`src/rtl/ifetch_unit.sv`:
```
// Instruction fetch stage: owns the PC, addresses the combinational instruction ROM,
// and holds the fetched word in an IF/ID register behind a valid/ready handshake.
module ifetch_unit #(
  parameter int              XLEN     = 32,
  parameter logic [XLEN-1:0] RESET_PC = '0
) (
  input  logic            clk,
  input  logic            rst_n,
  output logic [XLEN-1:0] imem_adr,
  input  logic [XLEN-1:0] imem_inst,
  input  logic            redirect_valid,
  input  logic [XLEN-1:0] redirect_pc,
  output logic            if_valid,
  input  logic            if_ready,
  output logic [XLEN-1:0] if_pc,
  output logic [XLEN-1:0] if_inst,
  output logic [XLEN-1:0] if_pc_plus4,
  output logic            misalign_err,
  output logic [XLEN-1:0] fetch_count
);

  typedef enum logic [1:0] {
    BOOT = 2'd0,
    RUN  = 2'd1,
    HALT = 2'd2
  } state_t;

  state_t          state, state_nxt;
  logic [XLEN-1:0] pc, pc_nxt;
  logic            valid_nxt;
  logic            err_nxt;
  logic            capture;
  logic            fire;
  logic            load_ok;
  logic            misaligned;

  assign imem_adr   = pc;
  assign fire       = if_valid & if_ready;
  assign load_ok    = !if_valid | if_ready;
  assign misaligned = redirect_pc[1:0] != 2'b00;

  // NOTE: every signal written here gets a default first, so no path leaves
  // one unassigned and no latch is inferred.
  always_comb begin
    state_nxt = state;
    pc_nxt    = pc;
    valid_nxt = if_valid;
    err_nxt   = misalign_err;
    capture   = 1'b0;
    case (state)
      BOOT, RUN: begin
        if (redirect_valid && misaligned) begin
          state_nxt = HALT;
          err_nxt   = 1'b1;
          valid_nxt = 1'b0;
        end else if (redirect_valid) begin
          // Flush: the word currently on imem_inst belongs to the wrong path.
          state_nxt = RUN;
          pc_nxt    = redirect_pc;
          valid_nxt = 1'b0;
        end else if (state == BOOT) begin
          state_nxt = RUN;
        end else if (load_ok) begin
          capture   = 1'b1;
          valid_nxt = 1'b1;
          pc_nxt    = pc + XLEN'(4);
        end
      end
      HALT: begin
        valid_nxt = 1'b0;
      end
      default: begin
        state_nxt = HALT;
        valid_nxt = 1'b0;
      end
    endcase
  end

  // NOTE: sequential state uses non-blocking assignments so every register
  // samples the pre-edge values, independent of statement order.
  always_ff @(posedge clk or negedge rst_n) begin
    if (!rst_n) begin
      state        <= BOOT;
      pc           <= RESET_PC;
      if_valid     <= 1'b0;
      misalign_err <= 1'b0;
      fetch_count  <= '0;
    end else begin
      state        <= state_nxt;
      pc           <= pc_nxt;
      if_valid     <= valid_nxt;
      misalign_err <= err_nxt;
      // A handshake in a flushing cycle still delivered its instruction.
      fetch_count  <= fetch_count + XLEN'(fire);
    end
  end

  // IF/ID payload only moves on a capture, which keeps it frozen during stalls and HALT.
  always_ff @(posedge clk or negedge rst_n) begin
    if (!rst_n) begin
      if_pc       <= '0;
      if_inst     <= '0;
      if_pc_plus4 <= '0;
    end else if (capture) begin
      if_pc       <= pc;
      if_inst     <= imem_inst;
      if_pc_plus4 <= pc + XLEN'(4);
    end
  end

endmodule

```
`config.mk`:
```
export PLATFORM = sky130hd
export DESIGN_NAME = ifetch_unit
export DESIGN_NICKNAME = d
export VERILOG_FILES = /design/src/rtl/ifetch_unit.sv
export SDC_FILE = /design/constraint.sdc
export NUM_CORES = 1
export LEC_CHECK = 0
export BUFFER_PORTS_ARGS = -buffer_cell sky130_fd_sc_hd__buf_2
export CAP_MARGIN = 10
export CORE_AREA = 2 2 91 159
export DETAILED_ROUTE_END_ITERATION = 10
export DIE_AREA = 0 0 93 161
export GPL_TIMING_DRIVEN = 0
export PLACE_DENSITY = 0.84
export SETUP_SLACK_MARGIN = 0.1
export SLEW_MARGIN = 20
export SYNTH_ARGS = -nofsm -noshare
export SYNTH_HDL_FRONTEND = slang
export SYNTH_SLANG_ARGS = --single-unit
export TNS_END_PERCENT = 1
```
`constraint.sdc`:
```
create_clock -name clk -period 3 [get_ports clk]
set_input_delay 0.3 -clock clk [delete_from_list [all_inputs] [get_ports clk]]
set_output_delay 0.3 -clock clk [all_outputs]
set_load 0.02 [all_outputs]
```
==> results of run 1 <==
worst reg2reg max path: cells and delay by family, from the launching register on:
kind	cells	cell delay, ps
DFF	1	470
adders and majority gates	1	290
and+or+nand+nor	5	1660
through the flow:
step | instances | area [um^2] | power (uW) | TNS (ps)
after floorplan | 785 | 7400 | 2810 | 0
after CTS | 1224 | 9370 | 5180 | 0
final | 1226 | 9380 | 5150 | 0
after global routing | 1226 | 9380 | 5340 | 0
after global placement | 1191 | 8760 | 3100 | -132060
after detailed placement | 1192 | 8800 | 3120 | 0
worst paths after layout:
path                                             to  slack, ps  cells past startpoint
setup / recovery           imem_adr[24]$_DFFE_PN0P_        520                      6
hold / removal              if_inst[14]$_DFFE_PN0P_         70                      3
setup reg to reg           imem_adr[24]$_DFFE_PN0P_        520                      6
hold reg to reg               if_pc[21]$_DFFE_PN0P_        470                      2
max in group asynchronous      if_pc[3]$_DFFE_PN0P_       1700                      3
min in group asynchronous   if_inst[14]$_DFFE_PN0P_        490                      2
logic make-up after synthesis:
group | Yosys count | share of synthesized area, %
AND/OR/NAND/NOR | 396 | 25.3
flip-flops | 162 | 54.8
AO/OA/AOI/OAI | 107 | 8.73
XOR/XNOR | 57 | 6.75
buffers and inverters | 55 | 3.21
multiplexers | 4 | 0.541
adder cells (fa/ha/maj) | 4 | 0.677
repair_timing:
item	CTS	global route
setup endpoints to repair	0	0
endpoints found under the hold margin	93	0
hold buffers	1	0
area by class of cell:
cell class / instances / area share, %
Antenna cell: 2 / 0.0534
Buffer: 47 / 2.22
Clock buffer: 17 / 4.54
Clock inverter: 14 / 1.44
Inverter: 8 / 0.320
Multi-Input combinational cell: 568 / 33.1
Sequential cell: 162 / 43.2
Tap cell: 177 / 2.36
Timing Repair Buffer: 231 / 12.7
flip-flops by register name, indices dropped and copies added (netlist names):
register      cells
fetch_count      32
if_inst          32
if_pc            32
imem_adr         32
if_pc_plus4      30
state             2
if_valid          1
misalign_err      1
power by group:
| part | switching (uW) | internal (uW) |
|---|---|---|
| logic | 438 | 232 |
| clock network | 917 | 1150 |
| registers | 109 | 2300 |
| total | 1460 | 3690 |
Yosys cell counts, drive strengths merged, types with 6 or more instances:
library cell,number
nor3,9
inv,7
xor2,19
dfrtp,162
buf,17
nor2b,6
nand2,247
a22oi,7
and2,7
clkbuf,30
nor2,26
a21oi,12
o21ai,57
xnor2,38
and3,16
or3,7
nand3,39
and4,6
nand4,18
nor4,7
layer usage:
| metal | GRT usage [%] | up-vias |
|---|---|---|
| li1 | - | 3146 |
| met1 | 32.1 | 3164 |
| met2 | 50.8 | 275 |
| met3 | 5.64 | 65 |
| met4 | 15.6 | 0 |
| met5 | 0 | - |
==> impl_metrics.tcl, run 1 <==
set metrics [dict create \
    p_leak_uw 0.00504 \
    clock-skew-final_ps 12.5 \
    timing.critical_path.fanout_max 7 \
    synth-seq-cells 162 \
    cts_buffers 17 \
    fillCellCount 1179 \
    root_buffer "clkbuf_16" \
    crit_slowest_cell "nor3_1" \
    reg2reg_from "imem_adr[2]$_DFFE_PN0P_" \
    multiInputGateArea_um2 3100 \
    required_ps 3350 \
    period_minus_slack_ps 2480 \
    synth_top_area_cell "dfrtp_1" \
    synthCells 785 \
    ant_nets 0 \
    synth_edf_count 0 \
    crit_path_start_kind "flop" \
    hold_viol_final 0 \
    pre_cts_ws_ps 556 \
    ioPinCount 230 \
    drv_slew 0 \
    synth_top_flop_cell "dfrtp_1" \
    chipWidth_um 93 \
    timing.slew.headroom_pct 42.9 \
    critPathCaptureType "flop" \
    critPathLaunch "imem_adr[2]$_DFFE_PN0P_" \
    grt_use_total_pct 28.8 \
    drt-wirelength-per-cell_um 17.3 \
    drive_gt1_share_pct 27.5 \
    synth.area.top_cells "dfrtp_1 55%, nand2_1 13%, xnor2_1 4.5%, o21ai_0 3.4%, nand3_1 2.6%" \
    cts_tree "done" \
    dr.pass1.iters 5 \
    hp-start "imem_inst[14]" \
    max_stage_delay_ps 740 \
    dr_wl_met3_um 1300 \
    via_per_inst 5.42 \
    peakVddDrop_mv 0.453 \
    period_share_pct 82.6 \
    final_cell_mix "247 x nand2_1, 234 x buf_2, 162 x dfrtp_1" \
    die_h_um 161 \
    crit_type "reg -> reg" \
    num_vias 6650 \
    rows 57 \
    synth_top_area_share_pct 54.8 \
    yosysUniqueCellTypes 57 \
    hpwl_um 15800 \
    cts_sinks 162 \
    status "completed" \
    core_um2 13700 \
    dr_wl_met2_um 11300 \
    first_global_vias 6678 \
    cts_max_level 4 \
    setup_ws_ps 522 \
    holdWs_ps 70.8 \
    areaGrowthSynthToFinish_pct 26.8 \
    grt_first_pass_wirelength_um 33600 \
    routed_wl_um 21200 \
    ys_warn_count 0 \
    avgSynthCellArea_um2 9.42 \
    arrival_ps 2830 \
    gp_congestion 0.843 \
    grt_start_max_net_pins 95 \
    worst_pin_slew_ps 851 \
    critPathBufInv 0 \
    rsz0062_at_grt "no" \
    setup_viol 0 \
    p_per_area_nw_per_um2 549 \
    hp-class "in -> reg" \
    drv_cap 0 \
    start_util_pct 54.0 \
    topRoutingLayerUsed "met4" \
    final_util_pct 68.5 \
    drc 0 \
    die_area_um2 15000 \
    fmax_mhz 404 \
    yosysSeqAreaShare_pct 54.8 \
    clock_path_buffers 2 \
    layout_commonest_cell "nand2_1" \
    path_clk_slew_ps 70 \
    synth_area_um2 7400 \
    drt-initial-drc-count 337 \
    antenna_found_initial 3 \
    crit_path_frequent_cell "nand4_1" \
    post_cts_buffers 0 \
    clock_latency_ps 420 \
    syn_nets 857 \
    async_flop_share_pct 100 \
    path_cells "ha_1 -> nand4_1 -> nor3_1 -> nand4_1 -> or3_1 -> nand3_1" \
    path_delay_family "simple AND/OR/NAND/NOR gates" \
    io_buffers 229 \
    final_nets 1107 \
    grt-ovfl-total 0 \
    cts_resized 0 \
    wl_met1_um 7630 \
    seqCellArea_um2 4050 \
]
(Power assumes the default switching activity.)
==> inputs of run 2 (changes only) <==
--- a/config.mk
+++ b/config.mk
@@ -5,13 +5,14 @@
 export SDC_FILE = /design/constraint.sdc
 export NUM_CORES = 1
 export LEC_CHECK = 0
+export ABC_AREA = 1
 export BUFFER_PORTS_ARGS = -buffer_cell sky130_fd_sc_hd__buf_2
 export CAP_MARGIN = 10
-export CORE_AREA = 2 2 91 159
+export CORE_AREA = 2 2 101 177
 export DETAILED_ROUTE_END_ITERATION = 10
-export DIE_AREA = 0 0 93 161
+export DIE_AREA = 0 0 103 179
 export GPL_TIMING_DRIVEN = 0
-export PLACE_DENSITY = 0.84
+export PLACE_DENSITY = 0.75
 export SETUP_SLACK_MARGIN = 0.1
 export SLEW_MARGIN = 20
 export SYNTH_ARGS = -nofsm -noshare
==> constraint.sdc (replaced) <==
create_clock -name clk -period 2.1 [get_ports clk]
set_input_delay 0.21 -clock clk [delete_from_list [all_inputs] [get_ports clk]]
set_output_delay 0.21 -clock clk [all_outputs]
set_load 0.02 [all_outputs]
==> run 2 against run 1 <==
Critical path depth up 4. Critical path type unchanged. Largest power group unchanged. Final area grew 9.3%. Die area increased by 23%.
==> impl_metrics.tcl, run 2 <==
set metrics [dict create \
    fmax_mhz 537 \
    r2r_cells 10 \
    die_h_um 179 \
    n_antenna_cell 0 \
    period_minus_slack_ps 1860 \
    cts_buffers 17 \
    timing.critical_path.fanout_max 6 \
    synth.area.top_cells "dfrtp_1 51%, nand2_1 19%, nor2_1 4.7%, o21ai_0 3.4%, inv_1 3.3%" \
    root_buffer "clkbuf_16" \
    cts_sinks 162 \
    dr_wl_met2_um 13800 \
    areaGrowthSynthToFinish_pct 30.1 \
    clock_latency_ps 430 \
    drt-wirelength-per-cell_um 16.9 \
    via_per_inst 5.05 \
    drc 0 \
    critPathCaptureType "flop" \
    drt-initial-drc-count 324 \
    synthCells 990 \
    synth_top_area_cell "dfrtp_1" \
    topRoutingLayerUsed "met4" \
    grt_start_max_net_pins 97 \
    dr_wl_met3_um 1400 \
    p_leak_uw 0.00569 \
    pre_cts_ws_ps 229 \
    hpwl_um 19200 \
    arrival_ps 2170 \
    yosysSeqAreaShare_pct 51.5 \
    clock_path_buffers 2 \
    path_clk_slew_ps 70 \
    peakVddDrop_mv 0.404 \
    grt_use_total_pct 28.3 \
    synth_top_area_share_pct 51.5 \
    ys_top_cells_by_count "399 x nand2_1, 162 x dfrtp_1, 98 x nor2_1" \
    final_util_pct 59.8 \
    p_per_area_nw_per_um2 667 \
    setup_viol 0 \
    wl_met1_um 8640 \
    cts_tree "done" \
    start_util_pct 46.0 \
    ant_nets 0 \
    status "completed" \
    yosysUniqueCellTypes 34 \
    crit_path_start_kind "flop" \
    final_nets 1343 \
    rows 64 \
    ioPinCount 230 \
    io_buffers 228 \
    avgSynthCellArea_um2 7.96 \
    clock-skew-final_ps 10.2 \
    hp-class "in -> reg" \
    gp_congestion 0.973 \
    crit_type "reg -> reg" \
    final_cell_mix "399 x nand2_1, 246 x buf_2, 162 x dfrtp_1" \
    first_global_vias 7545 \
    grt_first_pass_wirelength_um 38600 \
    rsz0062_at_grt "yes" \
    grt-ovfl-total 0 \
    synth_top_flop_cell "dfrtp_1" \
    holdPathStages 3 \
    num_vias 7647 \
    core_um2 17100 \
    required_ps 2410 \
    drive_gt1_share_pct 25.9 \
    place_inst 1450 \
    cts_max_level 4 \
    ys_warn_count 0 \
    timing.slew.headroom_pct 59.7 \
    die_area_um2 18400 \
    hold_viol_final 0 \
    antenna_found_initial 0 \
    async_flop_share_pct 100 \
    synth_edf_count 0 \
    layout_commonest_cell "nand2_1" \
    chipWidth_um 103 \
    yosysMostFrequentCell "nand2_1" \
    setup_ws_ps 238 \
    period_share_pct 88.7 \
    drv_slew 0 \
    synth-seq-cells 162 \
    routed_wl_um 25700 \
    drv_cap 0 \
    worst_pin_slew_ps 605 \
    stdcell_count 1515 \
    synth_area_um2 7880 \
    dr.pass1.iters 5 \
    syn_nets 1062 \
]
## run 2: cell count changes after synthesis, sizes merged, moves of 8 or more
| cell | change |
|---|---|
| nor2 | +91 |
| and3 | -16 |
| nand3 | +10 |
| nand2 | +159 |
| clkbuf | -24 |
| xnor2 | -32 |
| inv | +66 |
| nand4 | -11 |
| nor3 | +8 |
| buf | +13 |
## run 2: layout make-up
cell class	instances	area [um^2]
clock inverters	14	133
well taps	231	289
plain buffers	36	204
inverters	73	274
flip-flops and latches	162	4050
clock buffers	18	429
multi-input cells	719	3360
repair buffers	262	1510
fillers	1575	6890
## run 2: repair_timing
item / in CTS / in global routing
gates resized for setup: 0 / 2
hold buffers: 33 / 0
buffers inserted: 0 / 0
hold endpoints to repair: 98 / 0
endpoints found under the setup margin: 0 / 8
## run 2: final timing paths
path                                          start                     endpoint  slack, ps
setup / recovery            imem_adr[2]$_DFFE_PN0P_  if_pc_plus4[22]$_DFFE_PN0P_        240
hold / removal                      redirect_pc[10]     imem_adr[10]$_DFFE_PN0P_         80
setup reg to reg            imem_adr[2]$_DFFE_PN0P_  if_pc_plus4[22]$_DFFE_PN0P_        240
hold reg to reg            misalign_err$_DFFE_PN0P_     misalign_err$_DFFE_PN0P_        460
max in group asynchronous                     rst_n      if_inst[29]$_DFFE_PN0P_        890
min in group asynchronous                     rst_n      if_inst[12]$_DFFE_PN0P_        320
## run 2: per-stage QoR
stage | instance area [um^2] | total power (uW) | hold WS [ps] | TNS (ps)
final | 10200 | 6840 | 76.7 | 0
after global routing | 10200 | 7090 | 80.0 | 0
after CTS | 10200 | 6880 | 58.3 | 0
after detailed placement | 9350 | 3840 | 203 | 0
after global placement | 9310 | 3830 | 402 | -279640
after floorplan | 7880 | 3550 | -85.6 | 0
## run 2: power by group
group | leakage (uW) | total [uW] | internal (uW) | switching [uW]
combinational | 0.00327 | 590 | 208 | 382
clock | 0.000261 | 3000 | 1650 | 1350
sequential | 0.00215 | 3250 | 3170 | 81.2
total | 0.00569 | 6840 | 5020 | 1810
## run 2: kinds of logic after synthesis
| group | after synthesis | synth area share [%] |
|---|---|---|
| AND/OR/NAND/NOR | 602 | 32.8 |
| flip-flops | 162 | 51.5 |
| buffers and inverters | 109 | 6.07 |
| AO/OA/AOI/OAI | 83 | 5.69 |
| XOR/XNOR | 30 | 3.33 |
| adder cells (fa/ha/maj) | 4 | 0.635 |
## run 2: critical path, stage by stage, from the launching register on
cell and delay [ps]:
dfrtp_1 480, ha_1 300, nand2_2 110, nor2_4 160, nand2_4 120, nor2_4 230
nand2_1 90, nand2_1 90, nand2_1 60, nand2_1 50, nand2_1 60
## run 2: routing by layer
layer | GRT usage, % | up-vias
met4 | 19.8 | 0
met1 | 28.7 | 3593
met3 | 5.61 | 103
li1 | - | 3643
met2 | 50.4 | 308
met5 | 0 | -
